--- src/rtl/ins_fetch_if.sv ---
// Fetch-side bus bundle: instruction-memory address/data, redirect request,
// and the decode-facing valid/ready instruction stream.
//   master : the fetch unit (drives pc, ins_*, halted)
//   slave  : the surrounding memory/decode environment
interface ins_fetch_if #(
    parameter int unsigned PC_W  = 16,
    parameter int unsigned INS_W = 32
);
    logic [PC_W-1:0]  pc;
    logic [INS_W-1:0] instruction;
    logic             redirect_valid;
    logic [PC_W-1:0]  redirect_pc;
    logic             ins_valid;
    logic             ins_ready;
    logic [INS_W-1:0] ins_data;
    logic [PC_W-1:0]  ins_pc;
    logic             halted;

    modport master (
        output pc, ins_valid, ins_data, ins_pc, halted,
        input  instruction, redirect_valid, redirect_pc, ins_ready
    );

    modport slave (
        input  pc, ins_valid, ins_data, ins_pc, halted,
        output instruction, redirect_valid, redirect_pc, ins_ready
    );
endinterface

--- src/rtl/ins_fetch.sv ---
// Instruction fetch initiator: drives a word address to a combinational
// instruction memory, buffers {pc, word} pairs in a small prefetch FIFO and
// presents them to decode over valid/ready. A redirect flushes the FIFO and
// restarts fetch at the new address.
// Optional feature: define FETCH_HALT_EN to stop fetching after HALT_WORD is
// pushed (halted is tied 0 otherwise).
// Ports:
//   clk, rst_n          : clock, asynchronous active-low reset
//   bus.pc              : registered fetch address to memory
//   bus.instruction     : memory word at bus.pc (same cycle)
//   bus.redirect_valid/ : one-cycle restart request and target address
//   bus.redirect_pc
//   bus.ins_valid/ready : decode handshake; ins_data/ins_pc = FIFO head
//   bus.halted          : fetch stopped on halt word
module ins_fetch #(
    parameter int unsigned     PC_W      = 16,
    parameter int unsigned     INS_W     = 32,
    parameter int unsigned     DEPTH     = 2,
    parameter logic [PC_W-1:0] RESET_PC  = '0,
    parameter logic [INS_W-1:0] HALT_WORD = 32'hFFFF_FFFF
) (
    input  logic         clk,
    input  logic         rst_n,
    ins_fetch_if.master  bus
);
    localparam int unsigned PTR_W = (DEPTH > 1) ? $clog2(DEPTH) : 1;
    localparam int unsigned CNT_W = $clog2(DEPTH + 1);

    typedef struct packed {
        logic [PC_W-1:0]  pc;
        logic [INS_W-1:0] word;
    } entry_t;

    entry_t           mem_q [DEPTH];
    logic [PTR_W-1:0] wr_ptr_q;
    logic [PTR_W-1:0] rd_ptr_q;
    logic [CNT_W-1:0] count_q;
    logic [PC_W-1:0]  pc_q;
    logic             halted_c;
    logic             pop_c;
    logic             fetch_c;

    // Handshake qualifiers; a full FIFO may still fetch when the head leaves.
    assign pop_c   = (count_q != '0) && bus.ins_ready;
    assign fetch_c = !bus.redirect_valid && !halted_c
                     && ((count_q < CNT_W'(DEPTH)) || pop_c);

    // FIFO storage, pointers, occupancy and fetch address; redirect wins.
    always_ff @(posedge clk or negedge rst_n) begin
        if (!rst_n) begin
            for (int unsigned i = 0; i < DEPTH; i++) begin
                mem_q[i] <= '0;
            end
            wr_ptr_q <= '0;
            rd_ptr_q <= '0;
            count_q  <= '0;
            pc_q     <= RESET_PC;
        end else if (bus.redirect_valid) begin
            wr_ptr_q <= '0;
            rd_ptr_q <= '0;
            count_q  <= '0;
            pc_q     <= bus.redirect_pc;
        end else begin
            if (fetch_c) begin
                mem_q[wr_ptr_q] <= '{pc: pc_q, word: bus.instruction};
                wr_ptr_q        <= wr_ptr_q + PTR_W'(1);
                pc_q            <= pc_q + PC_W'(1);
            end
            if (pop_c) begin
                rd_ptr_q <= rd_ptr_q + PTR_W'(1);
            end
            count_q <= count_q + CNT_W'(fetch_c) - CNT_W'(pop_c);
        end
    end

`ifdef FETCH_HALT_EN
    logic halted_q;

    // Halt word is still pushed; only reset or redirect restarts fetch.
    always_ff @(posedge clk or negedge rst_n) begin
        if (!rst_n) begin
            halted_q <= 1'b0;
        end else if (bus.redirect_valid) begin
            halted_q <= 1'b0;
        end else if (fetch_c && (bus.instruction == HALT_WORD)) begin
            halted_q <= 1'b1;
        end
    end

    assign halted_c = halted_q;
`else
    logic unused_halt_word;

    assign unused_halt_word = ^HALT_WORD;
    assign halted_c         = 1'b0;
`endif

    assign bus.pc        = pc_q;
    assign bus.halted    = halted_c;
    assign bus.ins_valid = (count_q != '0);
    assign bus.ins_data  = mem_q[rd_ptr_q].word;
    assign bus.ins_pc    = mem_q[rd_ptr_q].pc;

endmodule

--- src/flat_wrapper.sv ---
// flat-port wrapper written by rule: the top's interface ports become plain ports
module ins_fetch_flat 
#(
    parameter int unsigned     PC_W      = 16,
    parameter int unsigned     INS_W     = 32,
    parameter int unsigned     DEPTH     = 2,
    parameter logic [PC_W-1:0] RESET_PC  = '0,
    parameter logic [INS_W-1:0] HALT_WORD = 32'hFFFF_FFFF
)
  (clk, rst_n, bus_pc, bus_ins_valid, bus_ins_data, bus_ins_pc, bus_halted, bus_instruction, bus_redirect_valid, bus_redirect_pc, bus_ins_ready);
  ins_fetch_if #(.PC_W(PC_W), .INS_W(INS_W)) bus_i ();
  input  logic clk;
  input  logic rst_n;
  output wire logic [$bits(bus_i.pc)-1:0] bus_pc;
  output wire logic [$bits(bus_i.ins_valid)-1:0] bus_ins_valid;
  output wire logic [$bits(bus_i.ins_data)-1:0] bus_ins_data;
  output wire logic [$bits(bus_i.ins_pc)-1:0] bus_ins_pc;
  output wire logic [$bits(bus_i.halted)-1:0] bus_halted;
  input wire logic [$bits(bus_i.instruction)-1:0] bus_instruction;
  input wire logic [$bits(bus_i.redirect_valid)-1:0] bus_redirect_valid;
  input wire logic [$bits(bus_i.redirect_pc)-1:0] bus_redirect_pc;
  input wire logic [$bits(bus_i.ins_ready)-1:0] bus_ins_ready;
  assign bus_pc = bus_i.pc;
  assign bus_ins_valid = bus_i.ins_valid;
  assign bus_ins_data = bus_i.ins_data;
  assign bus_ins_pc = bus_i.ins_pc;
  assign bus_halted = bus_i.halted;
  assign bus_i.instruction = bus_instruction;
  assign bus_i.redirect_valid = bus_redirect_valid;
  assign bus_i.redirect_pc = bus_redirect_pc;
  assign bus_i.ins_ready = bus_ins_ready;
  ins_fetch #(.PC_W(PC_W), .INS_W(INS_W), .DEPTH(DEPTH), .RESET_PC(RESET_PC), .HALT_WORD(HALT_WORD)) u_core (.clk(clk), .rst_n(rst_n), .bus(bus_i));
endmodule
--- config.mk ---
export PLATFORM = sky130hd
export DESIGN_NAME = ins_fetch_flat
export DESIGN_NICKNAME = d
export VERILOG_FILES = /design/src/rtl/ins_fetch_if.sv /design/src/rtl/ins_fetch.sv /design/src/flat_wrapper.sv
export SDC_FILE = /design/constraint.sdc
export NUM_CORES = 1
export LEC_CHECK = 0
export ABC_AREA = 1
export CORE_MARGIN = 1.5
export CORE_UTILIZATION = 45
export DETAILED_ROUTE_END_ITERATION = 10
export GPL_ROUTABILITY_DRIVEN = 0
export PLACE_DENSITY = 0.8
export SLEW_MARGIN = 0
export SYNTH_ARGS = -nofsm -noshare
export SYNTH_HDL_FRONTEND = slang
export SYNTH_SLANG_ARGS = --single-unit
--- constraint.sdc ---
create_clock -name clk -period 2.4 [get_ports clk]
set_clock_uncertainty 0.2 [all_clocks]
set_input_delay 0.48 -clock clk [delete_from_list [all_inputs] [get_ports clk]]
set_output_delay 0.48 -clock clk [all_outputs]
set_load 0.005 [all_outputs]
==> results.toml <==
[clock_tree]
cts_inserted_buffers = 17
cts_tree = "done"
clk_pin_slew_ps = 60
cts_sinks = 116
cts.path.max_buffers = 2
insertion_delay_ps = 410
clockRootBuffer = "clkbuf_16"
h-tree-depth = 4

[grt]
antenna_found_initial = 0
grt_max_degree = 51
first_global_vias = 4934
grt_util_all_layers = 0.235
grt_first_pass_wirelength_mm = 24.1
grt-ovfl-total = 0

[detailed_routing]
drt.antenna.violating_nets = 0
initialDrtViolationCount = 407
wl_per_cell_um = 14.6
drt-pass1-iter-count = 8
vias = 5116
wl_met3_um = 842
routedLengthMet1_mm = 6.43
totalWireLength_mm = 14.4
met2_length_mm = 6.93
drc_errors = 0
via_per_inst = 5.19
top_layer = "met4"

[synth]
seq_area_frac_synth = 0.525
netlist_area_mm2 = 0.00553
syn_inst = 707
syn_nets = 762
yosysUniqueCellTypes = 27
avgSynthCellArea_um2 = 7.82
ys.warnings.count = 0
ys_ff_latch = 116

[sta]
finalHoldWorstSlack_ps = 273
final-hold-violation-count = 0
setup_viol_count_final = 4
fin_crit_sh = 1.06
slew_violations = 0
post-route-min-period_ps = 2550
setup-tns-final_ps = -539
rsz0062_at_grt = "yes"
setup_ws_ps = -149
fmax_mhz = 392

[setup_path]
ff2ff_path_depth = 9
startpoint_type = "flop"
setup.worst_path.class = "reg2out"
path_max_fanout = 18
crit_path_end_kind = "output pin"
cp.arrival_ps = 1870
critical_path_required_ps = 1720

[placement]
placed_cells = 948
dpl.hpwl_mm = 9.07
io_buffers = 116
place_ws_ps = 243

[hold_path]
whs_path_depth = 2
hold_class = "reg2reg"

[floorplan]
coreArea_mm2 = 0.0120
io_pins = 118
num_rows = 40
start_util = 0.460
die_x_um = 114
design.die.area_mm2 = 0.0130
die_h_um = 114

[layout]
final_common_cell = "nand2_1"
synthToLayoutAreaGrowth_pct = 37.1
final_cell_mix = "nand2_1 (237), dfrtp_1 (116), inv_1 (82), o21ai_1 (78), clkdlybuf4s50_1 (71)"
diodes = 0
final.fill_count = 1026
drive_gt1_frac = 0.0979
fin_nets = 881
instances_no_fill = 985

[power]
worst_ir_drop_vdd_uv = 575
leakagePower_nw = 3.85
p_total_w = 0.00973
powerDensity_mw_per_mm2 = 1280

[status]
status = "complete, but fails checks"
violations = "negative setup slack"

[job]
max_cap_violations = 0
==> worst paths after layout <==
check,slack (ps),end,from
worst max-delay path,-150,bus_ins_pc[3],u_core.rd_ptr_q
worst min-delay path,270,u_core.mem_q[56],u_core.mem_q[56]
worst max register to register,540,u_core.count_q[1],u_core.count_q[1]
worst min register to register,270,u_core.mem_q[56],u_core.mem_q[56]
max in group asynchronous,1000,u_core.bus.pc[10],rst_n
min in group asynchronous,350,u_core.mem_q[52],rst_n
==> power by group <==
part,switching [W],total (W),internal (W)
Sequential,0.000513,0.00336,0.00285
Clock,0.000862,0.00256,0.00170
Combinational,0.00202,0.00380,0.00177
==> stage by stage <==
| stage | utilization | area [um^2] |
|---|---|---|
| global route | 0.631 | 7580 |
| CTS | 0.628 | 7540 |
| detailed placement | 0.573 | 6880 |
| finish | 0.631 | 7580 |
| global placement | 0.573 | 6880 |
| floorplan | - | 5530 |
==> worst max-delay path: stages (launching register included) <==
cell	delay [ps]
dfrtp_1	370
inv_4	70
bufbuf_16	290
o21ai_1	190
clkdlybuf4s50_1	530
==> synth_stat cells <==
master | n | area [um^2]
conb_1 | 1 | 3.75
o211ai_1 | 3 | 22.5
or2_2 | 4 | 25.0
clkinv_1 | 1 | 3.75
xor2_1 | 1 | 8.76
xnor2_1 | 1 | 8.76
inv_2 | 1 | 3.75
buf_6 | 5 | 56.3
ha_1 | 3 | 37.5
clkbuf_1 | 17 | 63.8
buf_2 | 16 | 80.1
a21oi_1 | 1 | 5.00
nand4_1 | 2 | 12.5
nor2_1 | 16 | 60.1
nor3_1 | 1 | 5.00
nand2_1 | 237 | 890
o21ai_1 | 55 | 275
nor2_8 | 1 | 20.0
dfrtp_1 | 116 | 2900
inv_4 | 1 | 6.26
buf_4 | 1 | 7.51
nand3_1 | 63 | 315
a31oi_1 | 2 | 12.5
inv_1 | 82 | 308
o21ai_0 | 71 | 355
nand2_4 | 2 | 22.5
nand2_2 | 3 | 18.8
==> layer usage <==
metal  global-route usage  vias up
met2                0.377      192
met3               0.0537       23
met4               0.0642        0
met1                0.325     2425
met5                    0        -
li1                     -     2476
==> flip-flops by register name (all words and copies together) (netlist names) <==
register         count
u_core.mem_q        96
u_core.bus.pc       16
u_core.count_q       2
u_core.rd_ptr_q      1
u_core.wr_ptr_q      1
==> kinds of logic (layout without fill, tap and decap cells) <==
group | Yosys count | count (layout) | synth area share
buffers and inverters | 124 | 255 | 0.0957
AND/OR/NAND/NOR | 329 | 329 | 0.248
AO/OA/AOI/OAI | 132 | 132 | 0.121
adder cells (fa/ha/maj) | 3 | 3 | 0.00679
XOR/XNOR | 2 | 2 | 0.00317
other | 1 | 1 | 0.000678
flip-flops | 116 | 116 | 0.525
==> cell type report <==
class	instances	area (um^2)	area share
clock buffer	22	474	0.0626
inverter	85	324	0.0427
clock inverter	9	128	0.0168
multi-input combinational	467	2130	0.281
tap	147	184	0.0243
timing repair buffer	139	1440	0.190
sequential	116	2900	0.383
==> timing repair <==
action / in CTS / in global routing
buffers inserted: 1 / 2
setup endpoints to repair: 48 / 14
resized for setup: 61 / 53
endpoints found under the hold margin: 27 / 0
hold buffers: 1 / 0
cloned: 2 / 0
No activity file was read; power rests on OpenSTA's default activity.
